===== src/rtl/writeback_unit_if.sv =====
// Issue, execute-result and register-file write signals of the writeback stage.
interface writeback_unit_if #(
    parameter int unsigned PE_COUNT       = 4,
    parameter int unsigned DATA_WIDTH     = 32,
    parameter int unsigned REG_ADDR_WIDTH = 4
) ();
    logic                                 issue_valid;
    logic                                 issue_is_dot;
    logic [REG_ADDR_WIDTH-1:0]            issue_dst;
    logic                                 issue_ready;
    logic [PE_COUNT-1:0][DATA_WIDTH-1:0]  elem_out;
    logic [PE_COUNT-1:0][DATA_WIDTH-1:0]  dot_out;
    logic                                 wr_valid;
    logic                                 wr_ready;
    logic [REG_ADDR_WIDTH-1:0]            wr_addr;
    logic [PE_COUNT-1:0][DATA_WIDTH-1:0]  wr_data;
    logic                                 busy;

    modport slave (
        input  issue_valid, issue_is_dot, issue_dst, elem_out, dot_out, wr_ready,
        output issue_ready, wr_valid, wr_addr, wr_data, busy
    );

    modport master (
        output issue_valid, issue_is_dot, issue_dst, elem_out, dot_out, wr_ready,
        input  issue_ready, wr_valid, wr_addr, wr_data, busy
    );
endinterface


===== src/rtl/writeback_unit.sv =====
// Writeback stage: tracks issued ops by tag, captures element/dot results when they
// complete and queues them (completion order) for credit-protected register-file writes.
module writeback_unit #(
    parameter int unsigned PE_COUNT       = 4,
    parameter int unsigned DATA_WIDTH     = 32,
    parameter int unsigned REG_ADDR_WIDTH = 4,
    parameter int unsigned DOT_LATENCY    = 3,
    parameter int unsigned FIFO_DEPTH     = 4
) (
    input  logic             clk,
    input  logic             rstn,
    writeback_unit_if.slave  bus
);
    localparam int unsigned PW = (FIFO_DEPTH > 1) ? $clog2(FIFO_DEPTH) : 1;
    localparam int unsigned CW = $clog2(FIFO_DEPTH + 1) + 1;

    typedef logic [PE_COUNT-1:0][DATA_WIDTH-1:0] vec_t;

    typedef struct packed {
        logic                      valid;
        logic                      is_dot;
        logic [REG_ADDR_WIDTH-1:0] dst;
    } tag_t;

    typedef struct packed {
        logic [REG_ADDR_WIDTH-1:0] addr;
        vec_t                      data;
    } entry_t;

    tag_t            tags [DOT_LATENCY];
    entry_t          mem  [FIFO_DEPTH];
    logic [PW-1:0]   wr_ptr;
    logic [PW-1:0]   rd_ptr;
    logic [CW-1:0]   fifo_count;
    logic [CW-1:0]   inflight_count;
    logic            ready_q;
    logic            valid_q;
    logic            busy_q;
    entry_t          head_q;

    logic            accept;
    logic            elem_done;
    logic            dot_done;
    logic            pop;
    logic [1:0]      n_push;
    entry_t          push_a;
    entry_t          push_b;
    logic [PW-1:0]   wr_ptr_nxt;
    logic [PW-1:0]   wr_ptr_p1;
    logic [PW-1:0]   rd_ptr_nxt;
    logic [CW-1:0]   remain;
    logic [CW-1:0]   fifo_nxt;
    logic [CW-1:0]   inflight_nxt;
    entry_t          head_nxt;
    logic            ready_nxt;

    assign bus.issue_ready = ready_q;
    assign bus.wr_valid    = valid_q;
    assign bus.busy        = busy_q;
    assign bus.wr_addr     = head_q.addr;
    assign bus.wr_data     = head_q.data;

    // Completion detection, queue bookkeeping and next values of the registered outputs.
    always_comb begin
        accept      = bus.issue_valid && ready_q;
        elem_done   = tags[0].valid && !tags[0].is_dot;
        dot_done    = tags[DOT_LATENCY-1].valid;
        pop         = valid_q && bus.wr_ready;
        n_push      = {1'b0, elem_done} + {1'b0, dot_done};

        // A dot finishing alongside an element takes the first slot.
        push_a.addr = dot_done ? tags[DOT_LATENCY-1].dst : tags[0].dst;
        push_a.data = dot_done ? bus.dot_out : bus.elem_out;
        push_b.addr = tags[0].dst;
        push_b.data = bus.elem_out;

        wr_ptr_nxt   = wr_ptr + PW'(n_push);
        wr_ptr_p1    = wr_ptr + PW'(1);
        rd_ptr_nxt   = rd_ptr + PW'(pop);
        remain       = fifo_count - CW'(pop);
        fifo_nxt     = remain + CW'(n_push);
        inflight_nxt = inflight_count + CW'(accept) - CW'(n_push);

        // Surviving old entries sit ahead of anything pushed this cycle.
        head_nxt = '0;
        if (remain != '0) begin
            head_nxt = mem[rd_ptr_nxt];
        end else if (n_push != 2'd0) begin
            head_nxt = push_a;
        end

        ready_nxt = (32'(inflight_nxt) + 32'(fifo_nxt) + 32'd1) <= FIFO_DEPTH;
    end

    // Tag pipeline, pointers, counters and output registers.
    always_ff @(posedge clk) begin
        if (!rstn) begin
            for (int i = 0; i < DOT_LATENCY; i++) begin
                tags[i] <= '0;
            end
            wr_ptr         <= '0;
            rd_ptr         <= '0;
            fifo_count     <= '0;
            inflight_count <= '0;
            ready_q        <= 1'b1;
            valid_q        <= 1'b0;
            busy_q         <= 1'b0;
            head_q         <= '0;
        end else begin
            tags[0].valid  <= accept;
            tags[0].is_dot <= bus.issue_is_dot;
            tags[0].dst    <= bus.issue_dst;
            // Element tags retire at stage 0; only dots travel further.
            tags[1].valid  <= tags[0].valid && tags[0].is_dot;
            tags[1].is_dot <= tags[0].is_dot;
            tags[1].dst    <= tags[0].dst;
            for (int i = 2; i < DOT_LATENCY; i++) begin
                tags[i] <= tags[i-1];
            end
            wr_ptr         <= wr_ptr_nxt;
            rd_ptr         <= rd_ptr_nxt;
            fifo_count     <= fifo_nxt;
            inflight_count <= inflight_nxt;
            ready_q        <= ready_nxt;
            valid_q        <= (fifo_nxt != '0);
            busy_q         <= (fifo_nxt != '0) || (inflight_nxt != '0);
            head_q         <= head_nxt;
        end
    end

    // Queue storage; needs no reset since pointers and counts gate every read.
    always_ff @(posedge clk) begin
        if (n_push != 2'd0) begin
            mem[wr_ptr] <= push_a;
        end
        if (n_push == 2'd2) begin
            mem[wr_ptr_p1] <= push_b;
        end
    end
endmodule


===== src/flat_wrapper.sv =====
// flat-port wrapper written by rule: the top's interface ports become plain ports
module writeback_unit_flat 
#(
    parameter int unsigned PE_COUNT       = 4,
    parameter int unsigned DATA_WIDTH     = 32,
    parameter int unsigned REG_ADDR_WIDTH = 4,
    parameter int unsigned DOT_LATENCY    = 3,
    parameter int unsigned FIFO_DEPTH     = 4
)
  (clk, rstn, bus_issue_valid, bus_issue_is_dot, bus_issue_dst, bus_elem_out, bus_dot_out, bus_wr_ready, bus_issue_ready, bus_wr_valid, bus_wr_addr, bus_wr_data, bus_busy);
  writeback_unit_if #(.PE_COUNT(PE_COUNT), .DATA_WIDTH(DATA_WIDTH), .REG_ADDR_WIDTH(REG_ADDR_WIDTH)) bus_i ();
  input  logic clk;
  input  logic rstn;
  input wire logic [$bits(bus_i.issue_valid)-1:0] bus_issue_valid;
  input wire logic [$bits(bus_i.issue_is_dot)-1:0] bus_issue_is_dot;
  input wire logic [$bits(bus_i.issue_dst)-1:0] bus_issue_dst;
  input wire logic [$bits(bus_i.elem_out)-1:0] bus_elem_out;
  input wire logic [$bits(bus_i.dot_out)-1:0] bus_dot_out;
  input wire logic [$bits(bus_i.wr_ready)-1:0] bus_wr_ready;
  output wire logic [$bits(bus_i.issue_ready)-1:0] bus_issue_ready;
  output wire logic [$bits(bus_i.wr_valid)-1:0] bus_wr_valid;
  output wire logic [$bits(bus_i.wr_addr)-1:0] bus_wr_addr;
  output wire logic [$bits(bus_i.wr_data)-1:0] bus_wr_data;
  output wire logic [$bits(bus_i.busy)-1:0] bus_busy;
  assign bus_i.issue_valid = bus_issue_valid;
  assign bus_i.issue_is_dot = bus_issue_is_dot;
  assign bus_i.issue_dst = bus_issue_dst;
  assign bus_i.elem_out = bus_elem_out;
  assign bus_i.dot_out = bus_dot_out;
  assign bus_i.wr_ready = bus_wr_ready;
  assign bus_issue_ready = bus_i.issue_ready;
  assign bus_wr_valid = bus_i.wr_valid;
  assign bus_wr_addr = bus_i.wr_addr;
  assign bus_wr_data = bus_i.wr_data;
  assign bus_busy = bus_i.busy;
  writeback_unit #(.PE_COUNT(PE_COUNT), .DATA_WIDTH(DATA_WIDTH), .REG_ADDR_WIDTH(REG_ADDR_WIDTH), .DOT_LATENCY(DOT_LATENCY), .FIFO_DEPTH(FIFO_DEPTH)) u_core (.clk(clk), .rstn(rstn), .bus(bus_i));
endmodule

===== config.mk =====
export PLATFORM = sky130hd
export DESIGN_NAME = writeback_unit_flat
export DESIGN_NICKNAME = d
export VERILOG_FILES = /design/src/rtl/writeback_unit_if.sv /design/src/rtl/writeback_unit.sv /design/src/flat_wrapper.sv
export SDC_FILE = /design/constraint.sdc
export NUM_CORES = 1
export LEC_CHECK = 0
export ABC_CLOCK_PERIOD_IN_PS = 12800
export CORE_ASPECT_RATIO = 0.6
export CORE_UTILIZATION = 36
export DETAILED_ROUTE_END_ITERATION = 6
export HOLD_SLACK_MARGIN = 0.15
export MAX_ROUTING_LAYER = met4
export SYNTH_ARGS = -nofsm -noshare
export SYNTH_HDL_FRONTEND = slang
export SYNTH_SLANG_ARGS = --single-unit

===== constraint.sdc =====
create_clock -name clk -period 12.8 [get_ports clk]
set_clock_uncertainty 0.05 [all_clocks]
set_input_delay 1.28 -clock clk [delete_from_list [all_inputs] [get_ports clk]]
set_output_delay 1.28 -clock clk [all_outputs]
set_load 0.05 [all_outputs]

==> results of run 1 <==
-- sequential cells by signal, indices dropped and copies added, names as in the netlist --
name / cells
u_core.mem: 528
u_core.wr_ptr: 2
u_core.rd_ptr: 2
u_core.fifo_count: 4
u_core.bus.wr_addr: 4
u_core.bus.issue_ready: 1
u_core.bus.busy: 1
u_core.tags: 16
u_core.inflight_count: 4
u_core.bus.wr_valid: 1
u_core.bus.wr_data: 128
-- where the power goes --
part	total, mW	leakage, nW	internal, mW	switching (mW)
sequential	2.83	6.12	2.70	0.133
clock	2.09	1.12	1.18	0.909
combinational	2.87	5.77	0.988	1.88
total	7.79	13.0	4.87	2.92
-- per-layer routing --
| layer | global-route usage (%) | wire length (um) | share of wire, % |
|---|---|---|---|
| met4 | 4.49 | 1500 | 1.6 |
| met1 | 28.6 | 41600 | 45 |
| met5 | - | 0 | 0 |
| met3 | 3.96 | 7130 | 7.7 |
| met2 | 31.0 | 42700 | 46 |
-- stage by stage --
step	power, mW	hold slack (ns)	std cells
6_report	7.79	0.380	4291
5_1_grt	8.13	0.399	4291
2_1_floorplan	4.80	0.362	2758
4_1_cts	7.86	0.381	4287
3_3_place_gp	5.75	0.365	4158
3_5_place_dp	5.77	0.367	4158
-- layout make-up --
cell class	instances	area, um^2	area share (%)
clock inverters	32	289	0.728
well taps	1218	1520	3.84
inverters	12	45.0	0.113
flip-flops and latches	691	19100	48.2
clock buffers	97	2000	5.03
diodes	4	10.0	0.0252
multi-input cells	1802	12400	31.3
repair buffers	435	4310	10.9
-- placed cells by master, fill, tap and decap left out, types with 7 or more instances in the layout --
cell / n
a21oi_1: 531
nor2_1: 530
edfxtp_1: 528
clkdlybuf4s50_1: 398
dfxtp_1: 162
mux2i_1: 133
or4_1: 133
mux4_2: 132
o21ai_0: 132
a21boi_1: 132
clkbuf_16: 72
buf_4: 33
and2_1: 27
clkbuf_1: 15
ha_1: 14
clkinv_2: 12
inv_1: 11
clkbuf_8: 10
clkinv_1: 7
-- cell families (layout without fill, tap and decap cells) --
family,Yosys count,in the layout
AO/OA/AOI/OAI,801,801
AND/OR/NAND/NOR,707,707
flip-flops,691,691
multiplexers,265,265
buffers and inverters,265,576
adder cells (fa/ha/maj),19,19
XOR/XNOR,10,10
other,0,4
-- path summary, 6_finish.rpt --
| kind | slack, ns | to | start | cells past startpoint |
|---|---|---|---|---|
| max | 8.36 | u_core.bus.wr_data[75]$_SDFF_PN0_ | bus_wr_ready | 8 |
| min | 0.38 | u_core.tags[0][12]$_SDFF_PN0_ | u_core.tags[0][6]$_SDFF_PN0_ | 1 |
| max reg2reg | 8.50 | u_core.mem[0][51]$_DFFE_PP_ | u_core.tags[0][17]$_SDFF_PN0_ | 5 |
| min reg2reg | 0.38 | u_core.tags[0][12]$_SDFF_PN0_ | u_core.tags[0][6]$_SDFF_PN0_ | 1 |
-- critical path: cells and delay by family --
family / cells / cell delay [ns]
buffers and inverters: 3 / 1.83
adders and majority gates: 1 / 0.72
muxes: 1 / 0.57
AOI/OAI and AO/OA: 2 / 0.23
and+or+nand+nor: 1 / 0.19
==> summary.md, run 1 <==
| Metric | Value |
|---|---|
| DR pass1 iterations | 6 |
| Dpl ws | 7.61 ns |
| Largest cells by area after synthesis | edfxtp_1 (49%), dfxtp_1 (10%), mux4_2 (9.1%) |
| Sink Count | 691 |
| Post-synth top cells | a21oi_1 (531), nor2_1 (530), edfxtp_1 (528) |
| EDFF count, synth | 528 |
| Vias in the first global route | 22.2k |
| Post-route ant nets | 0 |
| Layout cell share with drive strength beyond 1 | 9.48% |
| GRT Total Usage | 20.5% |
| Slew Viols, Final | 0 |
| Die ar. | 0.0920 mm^2 |
| # Post-CTS Setup Buffers | 0 |
| Slew headroom | 27.5% |
| Syn Area/Cell | 11.8 um^2 |
| Filler cells | 8277 |
| Largest family of logic cells by synthesized area | compound AO/OA/AOI/OAI gates |
| CP required | 13.26 ns |
| Startpoint Class | primary input |
| Finish-stage setup viols | 0 |
| Cell taking the most area after synthesis | edfxtp_1 |
| Seq cells post-synth | 691 |
| Iter 0 DRT Violations | 1985 |
| Pleak | 13.0 nW |
| Worst setup path class | in2reg |
| Yosys cell types | 37 |
| Ys async rst share | 0% |
| Seq/Total Area, Yosys | 58.5% |
| Avg Vias per Cell | 5.42 |
| Status | finished clean |
| Routed vias | 23.3k |
| Mux contribution to synthesized area | 13.2% |
| Syn nets | 3042 |
| Post-Synthesis Cells | 2758 |
| Die Ht | 235 um |
| Total congestion overflow | 0 |
| Element type at the critical path end | flop |
| Power per cell area | 196 mW/mm^2 |
| Inserted Clock Buffers | 70 |
| Cell with the most instances after synthesis | a21oi_1 |
| CTS Root Cell | clkbuf_16 |
| Final Cell Area | 0.0397 mm^2 |
| Most used cell, CP | buf_4 |
| Max cap viols | 0 |
| RSZ-0062 raised after global routing | false |
| Largest net degree at the start of global routing | 182 |
| Cells along the critical path | clkdlybuf4s50_1 > and2_1 > ha_4 > buf_4 > buf_4 > mux4_2 > o21ai_0 > a21boi_1 |
| Hpwl dp | 52900 um |
| Adder-cell share of the synthesized area | 0.796% |
| Final worst setup slack | 8.36 ns |
| Reg clk slew, reported paths | 0.07 ns |
| Ys flop type | edfxtp_1 |
| Post-cts gate resize count | 0 |
| Routability congestion estimate | 0.765 |
| Syn-to-layout area delta | 21.5% |
| Wire length per cell | 21.7 um |
| Row count | 85 |
| Final core utilization | 44.2% |
| Top Ports | 400 |
| First-pass GRT wire length | 140000 um |
| Final wirelength | 92900 um |
| Fmax | 225 MHz |
| Min cycle time layout | 4.44 ns |
| Initial antenna violation count | 4 |
| Core Footprint | 0.0898 mm^2 |
| IO buf count | 399 |
| Hold Vio Cnt, Final | 0 |
| CTS tree | yes |
| Post-synthesis cell area | 0.0327 mm^2 |
| DIE WIDTH | 391 um |
| Clk_lat worst skew | 0.63 ns |
| Setup TNS Final | 0 ns |
| Synth Area in Compound Gates | 13.3% |
| Cts hold-fix bufs | 0 |
| CTS Buffer Depth | 3 |
| Drt drc | 0 |
| Final net count | 3296 |
| Placed Area | 0.0374 mm^2 |
| H-tree level count | 3 |
| Slowest cell on the critical path | buf_4 |
| Peak supply drop | 0.148 mV |
| CP peak stage delay | 0.78 ns |
| Synth Warn # | 0 |
| Post-synth top area share | 48.5% |
| Worst slew pin tran | 1.09 ns |
| Post-Synth Simple-Gate Area | 9.99% |
| Initial Util | 36.4% |
| Period utilization | 34.7% |
| Crit Path Max Fanout | 39 |
| Post-synthesis xor/xnor area fraction | 0.291% |
| HP Class | reg2reg |
| Worst Path Arrival | 4.91 ns |
Note: power is estimated with default switching activity, not from simulation.
==> run 2: changes to the inputs <==
--- a/config.mk
+++ b/config.mk
@@ -5,7 +5,7 @@
 export SDC_FILE = /design/constraint.sdc
 export NUM_CORES = 1
 export LEC_CHECK = 0
-export ABC_CLOCK_PERIOD_IN_PS = 12800
+export ABC_CLOCK_PERIOD_IN_PS = 4400
 export CORE_ASPECT_RATIO = 0.6
 export CORE_UTILIZATION = 36
 export DETAILED_ROUTE_END_ITERATION = 6
==> constraint.sdc (replaced) <==
create_clock -name clk -period 4.4 [get_ports clk]
set_clock_uncertainty 0.05 [all_clocks]
set_input_delay 0.44 -clock clk [delete_from_list [all_inputs] [get_ports clk]]
set_output_delay 0.44 -clock clk [all_outputs]
set_load 0.05 [all_outputs]
==> summary.md, run 2 (synthesis results as in run 1) <==
| Metric | Value |
|---|---|
| Clk_lat worst skew | 0.63 ns |
| Reg2reg start | u_core.tags[0][17]$_SDFF_PN0_ |
| RR Endpoint | u_core.mem[0][49]$_DFFE_PP_ |
| Cts hold-fix bufs | 0 |
| Worst Hold Path Cells | 2 |
| Post-route ant nets | 0 |
| Period utilization | 72.3% |
| Final wirelength | 95800 um |
| Commonest non-fill, non-tap cell in the layout | a21oi_1 |
| Routed vias | 23.5k |
| Layout cell share with drive strength beyond 1 | 9.38% |
| Row count | 85 |
| Largest register FFs | 528 |
| Min cycle time layout | 3.18 ns |
| Startpoint Class | flop |
| Post-cts gate resize count | 0 |
| Worst hold slack | 0.353 ns |
| Drt drc | 0 |
| Initial antenna violation count | 6 |
| CTS tree | yes |
| DIE WIDTH | 391 um |
| Clk pwr share | 25.5% |
| Fmax | 315 MHz |
| CTS Root Cell | clkbuf_16 |
| HP Class | in2reg |
| Avg Vias per Cell | 5.45 |
| Reg power frac | 36.2% |
| Pleak | 13.1 nW |
| Slew Viols, Final | 0 |
| Slew headroom | 24.3% |
| DR pass1 iterations | 5 |
| GRT Total Usage | 21.2% |
| Comb power frac | 38.3% |
| Final net count | 3311 |
| Top Ports | 400 |
| Total congestion overflow | 0 |
| Filler cells | 8281 |
| Syn-to-layout area delta | 22.2% |
| R2r setup slk | 1.22 ns |
| Core Footprint | 0.0898 mm^2 |
| Largest net degree at the start of global routing | 159 |
| Worst slew pin tran | 1.14 ns |
| Non-filler cells, final | 4305 |
| Inserted Clock Buffers | 70 |
| P_int | 14.1 mW |
| Die ar. | 0.0920 mm^2 |
| Worst setup path class | reg2reg |
| Power per cell area | 567 mW/mm^2 |
| Psw | 8.52 mW |
| Worst hold endpoint | u_core.tags[0][3]$_SDFF_PN0_ |
| Final core utilization | 44.5% |
| Wire length per cell | 22.2 um |
| Vias in the first global route | 22.5k |
| Most frequent cells in the layout | a21oi_1 (531), nor2_1 (530), edfxtp_1 (528), clkdlybuf4s50_1 (398), dfxtp_1 (162) |
| Hold_sp | bus_issue_dst[3] |
| Status | finished clean |
| R2R depth | 5 |
| Crit Path Max Fanout | 132 |
| Die Ht | 235 um |
| Switching Share | 37.7% |
| Peak supply drop | 0.487 mV |
| Hold Vio Cnt, Final | 0 |
| Element type at the critical path end | flop |
| Worst Path Arrival | 3.36 ns |
| RSZ-0062 raised after global routing | false |
| Finish-stage setup viols | 0 |
| Routability congestion estimate | 0.775 |
| Reg clk slew, reported paths | 0.07 ns |
| CP required | 4.58 ns |
| H-tree level count | 3 |
| Iter 0 DRT Violations | 2127 |
| # Post-CTS Setup Buffers | 0 |
| Max cap viols | 0 |
| CTS Buffer Depth | 3 |
| IO buf count | 399 |
| Hpwl dp | 54400 um |
| Sink Count | 691 |
| Placed Cells | 4173 |
| First-pass GRT wire length | 144000 um |
| Top reg by flops | u_core.mem |
| Initial Util | 36.4% |
==> run 2: cell types whose count changed in the layout (fill, tap and decap cells not counted), sizes merged <==
cell    delta
clkinv     -3
clkbuf     +4
diode      +2
inv        -2
buf       +15
bufinv     -2
==> run 2: cell type report <==
cell class | instances | area, um^2 | share of cell area, %
Antenna cell | 6 | 15.0 | 0.0376
Clock buffer | 101 | 1920 | 4.81
Clock inverter | 25 | 208 | 0.520
Multi-Input combinational cell | 1802 | 12400 | 31.1
Tap cell | 1218 | 1520 | 3.82
Sequential cell | 691 | 19100 | 47.9
Inverter | 12 | 47.5 | 0.119
Timing Repair Buffer | 450 | 4690 | 11.7
==> run 2: power groups by stage <==
stage / combinational, mW / sequential (mW) / clock (mW)
CTS: 8.78 / 8.20 / 5.90
finish: 8.68 / 8.19 / 5.77
floorplan: 3.58 / 10.3 / 0
global placement: 8.70 / 8.35 / 0
detailed placement: 8.76 / 8.32 / 0
global route: 9.26 / 8.26 / 6.13
==> run 2: layer usage <==
layer	global-route usage, %	share of wire, %	vias to the layer above
met5	-	0	-
met4	4.53	1.6	0
met3	3.75	7.3	112
met2	30.6	44	881
met1	31.1	47	11600
li1	-	-	10900
==> run 2: worst max path at each step <==
stage | start | end | slack, ns
floorplan | u_core.tags[0][17]$_SDFF_PN0_ | u_core.mem[0][0]$_DFFE_PP_ | -0.61
global placement | bus_wr_ready | u_core.bus.issue_ready$_SDFF_PN1_ | 0.90
detailed placement | bus_wr_ready | u_core.bus.wr_data[62]$_SDFF_PN0_ | 0.90
CTS | u_core.tags[0][17]$_SDFF_PN0_ | u_core.mem[0][49]$_DFFE_PP_ | 1.14
global route | u_core.tags[0][17]$_SDFF_PN0_ | u_core.mem[0][49]$_DFFE_PP_ | 1.07
finish | u_core.tags[0][17]$_SDFF_PN0_ | u_core.mem[0][49]$_DFFE_PP_ | 1.22
==> run 2: critical path, cell delays in order (launching register included) <==
cell and delay, ns:
dfxtp_4 0.64, nand3b_1 0.34, inv_2 0.22, nand3_4 0.46
o31ai_4 0.22, buf_12 0.76
==> run 2: stage by stage <==
step	power, mW	TNS (ns)	area (um^2)	setup WS (ns)
detailed placement	17.1	0	37800	0.900
global placement	17.0	0	37800	0.903
floorplan	13.9	-80.64	32700	-0.611
global route	23.7	0	39900	1.07
finish	22.6	0	39900	1.22
CTS	22.9	0	39900	1.14
==> run 3: changes to the inputs <==
--- a/config.mk
+++ b/config.mk
@@ -5,7 +5,7 @@
 export SDC_FILE = /design/constraint.sdc
 export NUM_CORES = 1
 export LEC_CHECK = 0
-export ABC_CLOCK_PERIOD_IN_PS = 4400
+export ABC_CLOCK_PERIOD_IN_PS = 2750
 export CORE_ASPECT_RATIO = 0.6
 export CORE_UTILIZATION = 36
 export DETAILED_ROUTE_END_ITERATION = 6
==> constraint.sdc (replaced) <==
create_clock -name clk -period 2.75 [get_ports clk]
set_clock_uncertainty 0.05 [all_clocks]
set_input_delay 0.275 -clock clk [delete_from_list [all_inputs] [get_ports clk]]
set_output_delay 0.275 -clock clk [all_outputs]
set_load 0.05 [all_outputs]
==> summary.md, run 3 (synthesis results as in run 1) <==
| Metric | Value |
|---|---|
| HP Class | in2reg |
| Slowest cell on the critical path | fa_2 |
| Top Ports | 400 |
| Most used cell, CP | ha_4 |
| Total Power | 37.5 mW |
| Most frequent cells in the layout | a21oi_1 (530), nor2_1 (530), edfxtp_1 (528), clkdlybuf4s50_1 (398), dfxtp_1 (159) |
| Slew headroom | 34.8% |
| CTS Root Cell | clkbuf_16 |
| Finish-stage setup viols | 0 |
| Status | finished clean |
| Reg2reg start | u_core.tags[0][4]$_SDFF_PN0_ |
| CTS tree | yes |
| Initial Util | 36.4% |
| Largest register FFs | 528 |
| Worst Hold Path Cells | 2 |
| Worst Path Arrival | 3.19 ns |
| Min cycle time layout | 2.70 ns |
| CTS Buffer Depth | 3 |
| P_int | 23.5 mW |
| Row count | 85 |
| GRT Total Usage | 21.1% |
| Syn-to-layout area delta | 26.0% |
| Vias in the first global route | 22.8k |
| Avg Vias per Cell | 5.36 |
| RR Endpoint | u_core.bus.issue_ready$_SDFF_PN1_ |
| Layout cell share with drive strength beyond 1 | 12.9% |
| Cells along the critical path | nand2b_4 > ha_4 > ha_4 > inv_2 > ha_4 > fa_2 > ha_4 > a21oi_2 > nand3_1 > o21a_1 > o41ai_2 |
| Clk pwr share | 25.0% |
| Die Ht | 235 um |
| DIE WIDTH | 391 um |
| Filler cells | 8185 |
| Post-route ant nets | 0 |
| Setup TNS Final | 0 ns |
| IO buf count | 399 |
| CP required | 3.25 ns |
| Largest net degree at the start of global routing | 167 |
| Element type at the critical path end | flop |
| R2R depth | 11 |
| Worst hold endpoint | u_core.tags[0][4]$_SDFF_PN0_ |
| CP peak stage delay | 0.62 ns |
| Clk_lat worst skew | 0.65 ns |
| RSZ-0062 raised after global routing | true |
| Pleak | 13.7 nW |
| Power per cell area | 911 mW/mm^2 |
| Final net count | 3401 |
| Comb power frac | 40.2% |
| Worst hold slack | 0.211 ns |
| Worst setup path class | reg2reg |
| Routed vias | 23.5k |
| Slew Viols, Final | 0 |
| Inserted Clock Buffers | 71 |
| Peak supply drop | 0.777 mV |
| Switching Share | 37.4% |
| First-pass GRT wire length | 144000 um |
| Period utilization | 98.1% |
| Top reg by flops | u_core.mem |
| Reg power frac | 34.8% |
| Initial antenna violation count | 5 |
| Hold Vio Cnt, Final | 0 |
| Hpwl dp | 57400 um |
| R2r setup slk | 0.05 ns |
| Die ar. | 0.0920 mm^2 |
| Sink Count | 691 |
| Max cap viols | 0 |
| Total congestion overflow | 0 |
| Startpoint Class | flop |
| Crit Path Max Fanout | 4 |
| H-tree level count | 3 |
| Iter 0 DRT Violations | 2021 |
| DR pass1 iterations | 6 |
| Routability congestion estimate | 0.785 |
| Hold_sp | bus_issue_is_dot |
| Wire length per cell | 21.7 um |
| Worst slew pin tran | 0.978 ns |
| Drt drc | 0 |
| Core Footprint | 0.0898 mm^2 |
| Psw | 14.0 mW |
| Final wirelength | 95200 um |
| Reg clk slew, reported paths | 0.07 ns |
| Fmax | 371 MHz |
-- run 3: how the worst max path moves through the flow --
stage / startpoint / end / slack [ns] / cells past startpoint
4_1_cts: u_core.tags[0][4]$_SDFF_PN0_ / u_core.bus.issue_ready$_SDFF_PN1_ / 0.004 / 11
6_report: u_core.tags[0][4]$_SDFF_PN0_ / u_core.bus.issue_ready$_SDFF_PN1_ / 0.05 / 11
5_1_grt: u_core.tags[0][4]$_SDFF_PN0_ / u_core.bus.issue_ready$_SDFF_PN1_ / -0.03 / 11
3_5_place_dp: bus_wr_ready / u_core.bus.issue_ready$_SDFF_PN1_ / -0.38 / 11
3_3_place_gp: bus_wr_ready / u_core.bus.issue_ready$_SDFF_PN1_ / -0.40 / 13
2_1_floorplan: u_core.tags[0][17]$_SDFF_PN0_ / u_core.mem[0][0]$_DFFE_PP_ / -2.26 / 8
-- run 3: stage by stage --
step | setup slack [ns] | instance area (um^2) | utilization [%] | std cells
2_1_floorplan | -2.26 | 32800 | - | 2758
3_3_place_gp | -0.398 | 38900 | 43.3 | 4260
3_5_place_dp | -0.383 | 38900 | 43.3 | 4260
4_1_cts | 0.00388 | 41100 | 45.8 | 4390
5_1_grt | -0.0330 | 41200 | 45.9 | 4395
6_report | 0.0532 | 41200 | 45.9 | 4395
-- run 3: what timing repair did --
item | CTS | global route
setup endpoints to repair | 2 | 2
pin swaps | 2 | 7
gates resized for setup | 0 | 17
hold buffers | 2 | 0
buffers inserted | 0 | 0
endpoints found under the hold margin | 36 | 0
-- run 3: layout make-up --
type	count	area [um^2]	area share, %
diodes	5	12.5	0.0304
inverters	12	47.5	0.115
well taps	1218	1520	3.70
clock inverters	38	264	0.641
multi-input cells	1802	12500	30.4
clock buffers	90	1900	4.61
flip-flops and latches	691	19100	46.5
repair buffers	539	5790	14.1
-- run 3: critical path: cells and delay by family (launching register included) --
kind | cells | cell delay, ns
AOI/OAI and AO/OA | 3 | 0.48
adders and majority gates | 5 | 1.51
buffers and inverters | 1 | 0.04
DFF | 1 | 0.32
and+or+nand+nor | 2 | 0.22
-- run 3: power groups by stage --
stage               Sequential (mW)  Clock, mW  Combinational [mW]
finish                         13.1       9.36                15.1
global route                   13.2       9.93                16.1
CTS                            13.1       9.56                15.0
detailed placement             13.3          0                15.0
global placement               13.3          0                14.9
floorplan                      16.5          0                5.75
-- run 3: metal layers --
metal | routed length (um) | up-vias | share of wire [%] | global-route usage, %
met5 | 0 | - | 0 | -
met4 | 1920 | 0 | 2.0 | 5.26
met3 | 7050 | 125 | 7.4 | 4.28
met2 | 42300 | 871 | 44 | 30.8
met1 | 43900 | 11500 | 46 | 30.1
li1 | - | 11100 | - | -
